--- src/rtl/jk_sync_counter_if.sv ---
// Control and observation bundle for jk_sync_counter.
// The counter is the slave; the driving logic is the master.
interface jk_sync_counter_if #(
  parameter int unsigned WIDTH = 4
);
  logic             en;
  logic             up;
  logic             load;
  logic [WIDTH-1:0] d;
  logic [WIDTH-1:0] q;
  logic [WIDTH-1:0] qbar;
  logic [WIDTH-1:0] j;
  logic [WIDTH-1:0] k;
  logic             tc;
  logic             wrap;
  logic             err;

  modport master (
    output en, up, load, d,
    input  q, qbar, j, k, tc, wrap, err
  );

  modport slave (
    input  en, up, load, d,
    output q, qbar, j, k, tc, wrap, err
  );
endinterface

--- src/rtl/jk_sync_counter.sv ---
// Modulo-MODULUS up/down counter whose state advances only through per-bit JK excitation.
// Provides parallel load, terminal-count lookahead, a registered wrap pulse and a sticky load error.
module jk_sync_counter #(
  parameter int unsigned WIDTH   = 4,
  parameter int unsigned MODULUS = 10
) (
  input  logic                 clk_i,
  input  logic                 rst_ni,
  jk_sync_counter_if.slave     bus_io
);

  localparam logic [WIDTH-1:0] MaxVal = WIDTH'(MODULUS - 1);
  localparam logic [WIDTH:0]   ModExt = (WIDTH + 1)'(MODULUS);

  logic [WIDTH-1:0] q_q, q_d;
  logic [WIDTH-1:0] n;
  logic [WIDTH-1:0] j, k;
  logic             wrap_q;
  logic             err_q, err_d;
  logic             at_max, at_zero, d_ok, tc;

  assign at_max  = (q_q == MaxVal);
  assign at_zero = (q_q == '0);
  assign d_ok    = ({1'b0, bus_io.d} < ModExt);

  always_comb begin
    n     = q_q;
    err_d = err_q;
    if (bus_io.load) begin
      if (d_ok) begin
        n     = bus_io.d;
        err_d = 1'b0;
      end else begin
        n     = '0;
        err_d = 1'b1;
      end
    end else if (bus_io.en) begin
      if (bus_io.up) begin
        n = at_max ? '0 : q_q + 1'b1;
      end else begin
        n = at_zero ? MaxVal : q_q - 1'b1;
      end
    end
  end

  assign j  = ~q_q & n;
  assign k  = q_q & ~n;
  // Characteristic JK equation: set on J, keep unless K; J=K=1 toggles.
  assign q_d = (j & ~q_q) | (~k & q_q);

  assign tc = bus_io.en & ~bus_io.load &
              ((bus_io.up & at_max) | (~bus_io.up & at_zero));

  always_ff @(posedge clk_i or negedge rst_ni) begin
    if (!rst_ni) begin
      q_q    <= '0;
      wrap_q <= 1'b0;
      err_q  <= 1'b0;
    end else begin
      q_q    <= q_d;
      wrap_q <= tc;
      err_q  <= err_d;
    end
  end

  assign bus_io.q    = q_q;
  assign bus_io.qbar = ~q_q;
  assign bus_io.j    = j;
  assign bus_io.k    = k;
  assign bus_io.tc   = tc;
  assign bus_io.wrap = wrap_q;
  assign bus_io.err  = err_q;

endmodule
--- src/flat_wrapper.sv ---
// flat-port wrapper written by rule: the top's interface ports become plain ports
module jk_sync_counter_flat 
#(
  parameter int unsigned WIDTH   = 4,
  parameter int unsigned MODULUS = 10
)
  (clk_i, rst_ni, bus_io_en, bus_io_up, bus_io_load, bus_io_d, bus_io_q, bus_io_qbar, bus_io_j, bus_io_k, bus_io_tc, bus_io_wrap, bus_io_err);
  jk_sync_counter_if #(.WIDTH(WIDTH)) bus_io_i ();
  input  logic clk_i;
  input  logic rst_ni;
  input wire logic [$bits(bus_io_i.en)-1:0] bus_io_en;
  input wire logic [$bits(bus_io_i.up)-1:0] bus_io_up;
  input wire logic [$bits(bus_io_i.load)-1:0] bus_io_load;
  input wire logic [$bits(bus_io_i.d)-1:0] bus_io_d;
  output wire logic [$bits(bus_io_i.q)-1:0] bus_io_q;
  output wire logic [$bits(bus_io_i.qbar)-1:0] bus_io_qbar;
  output wire logic [$bits(bus_io_i.j)-1:0] bus_io_j;
  output wire logic [$bits(bus_io_i.k)-1:0] bus_io_k;
  output wire logic [$bits(bus_io_i.tc)-1:0] bus_io_tc;
  output wire logic [$bits(bus_io_i.wrap)-1:0] bus_io_wrap;
  output wire logic [$bits(bus_io_i.err)-1:0] bus_io_err;
  assign bus_io_i.en = bus_io_en;
  assign bus_io_i.up = bus_io_up;
  assign bus_io_i.load = bus_io_load;
  assign bus_io_i.d = bus_io_d;
  assign bus_io_q = bus_io_i.q;
  assign bus_io_qbar = bus_io_i.qbar;
  assign bus_io_j = bus_io_i.j;
  assign bus_io_k = bus_io_i.k;
  assign bus_io_tc = bus_io_i.tc;
  assign bus_io_wrap = bus_io_i.wrap;
  assign bus_io_err = bus_io_i.err;
  jk_sync_counter #(.WIDTH(WIDTH), .MODULUS(MODULUS)) u_core (.clk_i(clk_i), .rst_ni(rst_ni), .bus_io(bus_io_i));
endmodule
--- config.mk ---
export PLATFORM = sky130hd
export DESIGN_NAME = jk_sync_counter_flat
export DESIGN_NICKNAME = d
export VERILOG_FILES = /design/src/rtl/jk_sync_counter_if.sv /design/src/rtl/jk_sync_counter.sv /design/src/flat_wrapper.sv
export SDC_FILE = /design/constraint.sdc
export NUM_CORES = 1
export LEC_CHECK = 0
export CELL_PAD_IN_SITES_DETAIL_PLACEMENT = 0
export CELL_PAD_IN_SITES_GLOBAL_PLACEMENT = 1
export CORE_UTILIZATION = 43
export DETAILED_ROUTE_END_ITERATION = 6
export DONT_BUFFER_PORTS = 1
export HOLD_SLACK_MARGIN = 0.06
export PLACE_DENSITY_LB_ADDON = 0.1
export SLEW_MARGIN = 20
export SYNTH_ARGS = -nofsm -noshare
export SYNTH_HDL_FRONTEND = slang
export SYNTH_SLANG_ARGS = --single-unit
--- constraint.sdc ---
create_clock -name clk_i -period 2.76 [get_ports clk_i]
set_input_delay 0.552 -clock clk_i [delete_from_list [all_inputs] [get_ports clk_i]]
set_output_delay 0.552 -clock clk_i [all_outputs]
set_load 0.005 [all_outputs]
==> metrics.md <==
| Metric | Value |
|---|---|
| Initial Util | 0.497 |
| Max_cap viols | 0 |
| Clock Tree Root | clkbuf_4 |
| Clk Latency, worst-skew pair | 240 ps |
| Port Buffers | 0 |
| Pleak | 0.277 nW |
| Worst vdd ir | approximately 350 uV |
| Critical path launch point type | flop |
| CTS clk-pin slew, worst paths | around 40 ps |
| Initial antenna violation count | 0 |
| Pre-CTS WS | ~470 ps |
| CP Max Fanout | 11 |
| Top cells by area, synth | dfrtp_1 (25%), ha_1 (6.4%), nand2_1 (6.4%) |
| Fin nets | 92 |
| Hold Path Sink | u_core.bus_io.err |
| Syn Area/Cell | roughly 7.7 um2 |
| Synthesized area | just under 600 um2 |
| ANT nets after route | 0 |
| Share of layout cells above drive strength 1 | 0.103 |
| Post-CTS setup buffers | 0 |
| Core Region | 1190 um2 |
| Setup-failing EPs final | 0 |
| Final hold vios | 0 |
| Post-DP Area | between 500 and 600 um2 |
| Drt first pass iters | 3 |
| Mapped Nets | 89 |
| WP data required | between 2000 and 2500 ps |
| R2r startpoint | u_core.bus_io.q[1] |
| GP Congestion | between 0.7 and 0.8 |
| I/O pin count | 28 |
| Die H | just under 40 um |
| Synth area leader | dfrtp_1 |
| Setup tns final | 0 ps |
| Worst-Margin Slew | slightly above 400 ps |
| Post-synthesis sequential area ratio | 0.255 |
| Cell Pwr Density | 479 nW/um2 |
| Seq cells post-synth | 6 |
| Cell-internal power | between 0.15 and 0.2 mW |
| Vias | 573 |
| Die X | a little under 40 um |
| Total global-route track usage | 0.204 |
| Number of global-route vias before repair | between 400 and 500 |
| RSZ-0062 raised after global routing | no |
| TritonCTS clock tree | built |
| Hold Crit Class | input pin to flop |
| Pin count of the biggest net entering global routing | 14 |
| Synth Instances | slightly below 80 |
| Fin area | slightly above 600 um2 |
| Share of synthesized registers carrying an async set or reset | 1.00 |
| Data arrival, critical path | around 2000 ps |
| PnR worst setup slack | 208 ps |
| ANT cells | 0 |
| Hold Crit Start | bus_io_load |
| Yosys Warn Count | 0 |
| Die area | between 1500 and 2000 um2 |
| First-pass GRT wire length | roughly 2 mm |
| CTS sink count | 6 |
| Post-CTS Resized | 0 |
| Max Freq | ~0.39 GHz |
| Final WL | around 1.4 mm |
| Crit. End Element | primary output |
| Period utilization | 0.925 |
| Crit path kind | flop to primary output |
| Synthesis-to-finish area growth | 3.40% |
| Synth unique cells | 33 |
| Switching share of power | 0.359 |
| DRT iter0 DRCs | 16 |
| Reg2Reg Depth | 6 |
| Drt via density | slightly above 6 |
| Clk_skew | ~0.37 ps |
| Worst relative slew slack | 0.730 |
| Final worst path period need | about 2600 ps |
| Pwr Total | ~0.3 mW |
| Commonest cells post-synth | nand2_1 (10), nor2_1 (8), dfrtp_1 (6), inv_1 (6), nand3_1 (5) |
| Status | finished, final reports clean |
| DRC | 0 |
| Final HPWL DP | roughly 1 mm |
| Inserted Clock Buffers | 3 |
| Wirelength per Cell | between 10 and 15 um |
| Most frequent cell after synthesis | nand2_1 |
| Gate power share | 0.314 |
| H-tree lvl count | 1 |
| Post-synth top area share | 0.255 |
| Row count | 12 |
| Crit Reg-Reg Endpoint | u_core.bus_io.q[0] |
| Grt total ovfl | 0 |
| Clock Power Share | 0.280 |
| EDFF count, synth | 0 |
| Most used flip-flop cell after synthesis | dfrtp_1 |
| Setup slack, reg-to-reg | about 900 ps |
| Pins Over Slew Limit | 0 |
| Switch Pwr | roughly 0.10 mW |
| Max Root-Sink Buffers | 2 |
| Fillers | about 120 |
| Cells on Worst Hold Path | 1 |
| Seq pwr share | 0.406 |
logic make-up (layout without fill, tap and decap cells):
group | Yosys count | count (layout) | synth area share
and+or+nand+nor | 38 | 38 | 0.338
adders and majority gates | 3 | 3 | 0.0637
DFF | 6 | 6 | 0.255
muxes | 1 | 1 | 0.0170
AOI/OAI and AO/OA | 19 | 19 | 0.225
buffers and inverters | 10 | 11 | 0.102
flip-flops by register name (all words and copies together), names as in the netlist:
register,count
u_core.bus_io.err,1
u_core.bus_io.q,4
u_core.bus_io.wrap,1
per-stage QoR:
step                 util  hold WS [ps]  instances
floorplan               -           256         77
global placement    0.486           257         88
detailed placement  0.486           257         88
CTS                 0.514           400         92
global route        0.514           390         92
finish              0.514           401         92
layout make-up:
class / count / area, um2 / share of cell area
clock buffers: 3 / 22.5 / 0.0370
flip-flops and latches: 6 / 150 / 0.246
inverters: 6 / 22.5 / 0.0370
multi-input cells: 61 / 379 / 0.622
repair buffers: 2 / 17.5 / 0.0287
well taps: 14 / 17.5 / 0.0287
power by group through the flow:
stage / Clock (mW) / Combinational [mW] / Sequential [mW]
6_report: 0.0817 / 0.0917 / 0.118
5_1_grt: 0.0910 / 0.106 / 0.120
4_1_cts: 0.0828 / 0.0921 / 0.118
3_5_place_dp: 0 / 0.0887 / 0.119
3_3_place_gp: 0 / 0.0887 / 0.119
2_1_floorplan: 0 / 0.0874 / 0.111
worst max-delay path by stage:
stage                        from     endpoint  slack (ps)
2_1_floorplan  u_core.bus_io.q[0]  bus_io_k[2]         630
3_3_place_gp   u_core.bus_io.q[0]  bus_io_k[3]         500
3_5_place_dp   u_core.bus_io.q[0]  bus_io_k[3]         470
4_1_cts        u_core.bus_io.q[0]  bus_io_k[2]         200
5_1_grt        u_core.bus_io.q[0]  bus_io_j[1]          60
6_report       u_core.bus_io.q[0]  bus_io_k[2]         210
routing by layer:
metal	up-vias	part of all wire	global-route usage
met5	-	0	0
met4	0	0	0
met3	0	0.073	0.116
met2	21	0.45	0.308
met1	275	0.48	0.267
li1	277	-	-
cell usage in the layout, fill, tap and decap left out, drive strengths merged:
| cell type | instances |
|---|---|
| nor3 | 2 |
| nand3 | 5 |
| nor3b | 1 |
| nor2b | 2 |
| nand2 | 10 |
| clkbuf | 3 |
| o21ai | 4 |
| o311a | 1 |
| and3 | 1 |
| buf | 1 |
| o21bai | 1 |
| dfrtp | 6 |
| a211oi | 1 |
| and2 | 1 |
| nand2b | 1 |
| ha | 3 |
| nand4 | 1 |
| o21a | 1 |
| or4b | 2 |
| or2b | 1 |
| o31ai | 3 |
| a21oi | 4 |
| or2 | 2 |
| nor2 | 8 |
| a211o | 1 |
| inv | 6 |
| and4b | 1 |
| dlygate4sd3 | 1 |
| o211ai | 1 |
| a21boi | 1 |
| mux2i | 1 |
| a41oi | 1 |
worst max-delay path, cell delays in order (launching register included):
cell and delay [ps]:
dfrtp_1 540, inv_1 130, ha_1 270, nor2b_1 160, a211o_1 300, and3_1 140, nor3_1 210
what timing repair did:
action	in CTS	in global routing
endpoints found under the hold margin	6	0
hold buffers	1	0
setup endpoints to repair	0	0
Power figures use the tool's default switching activity.
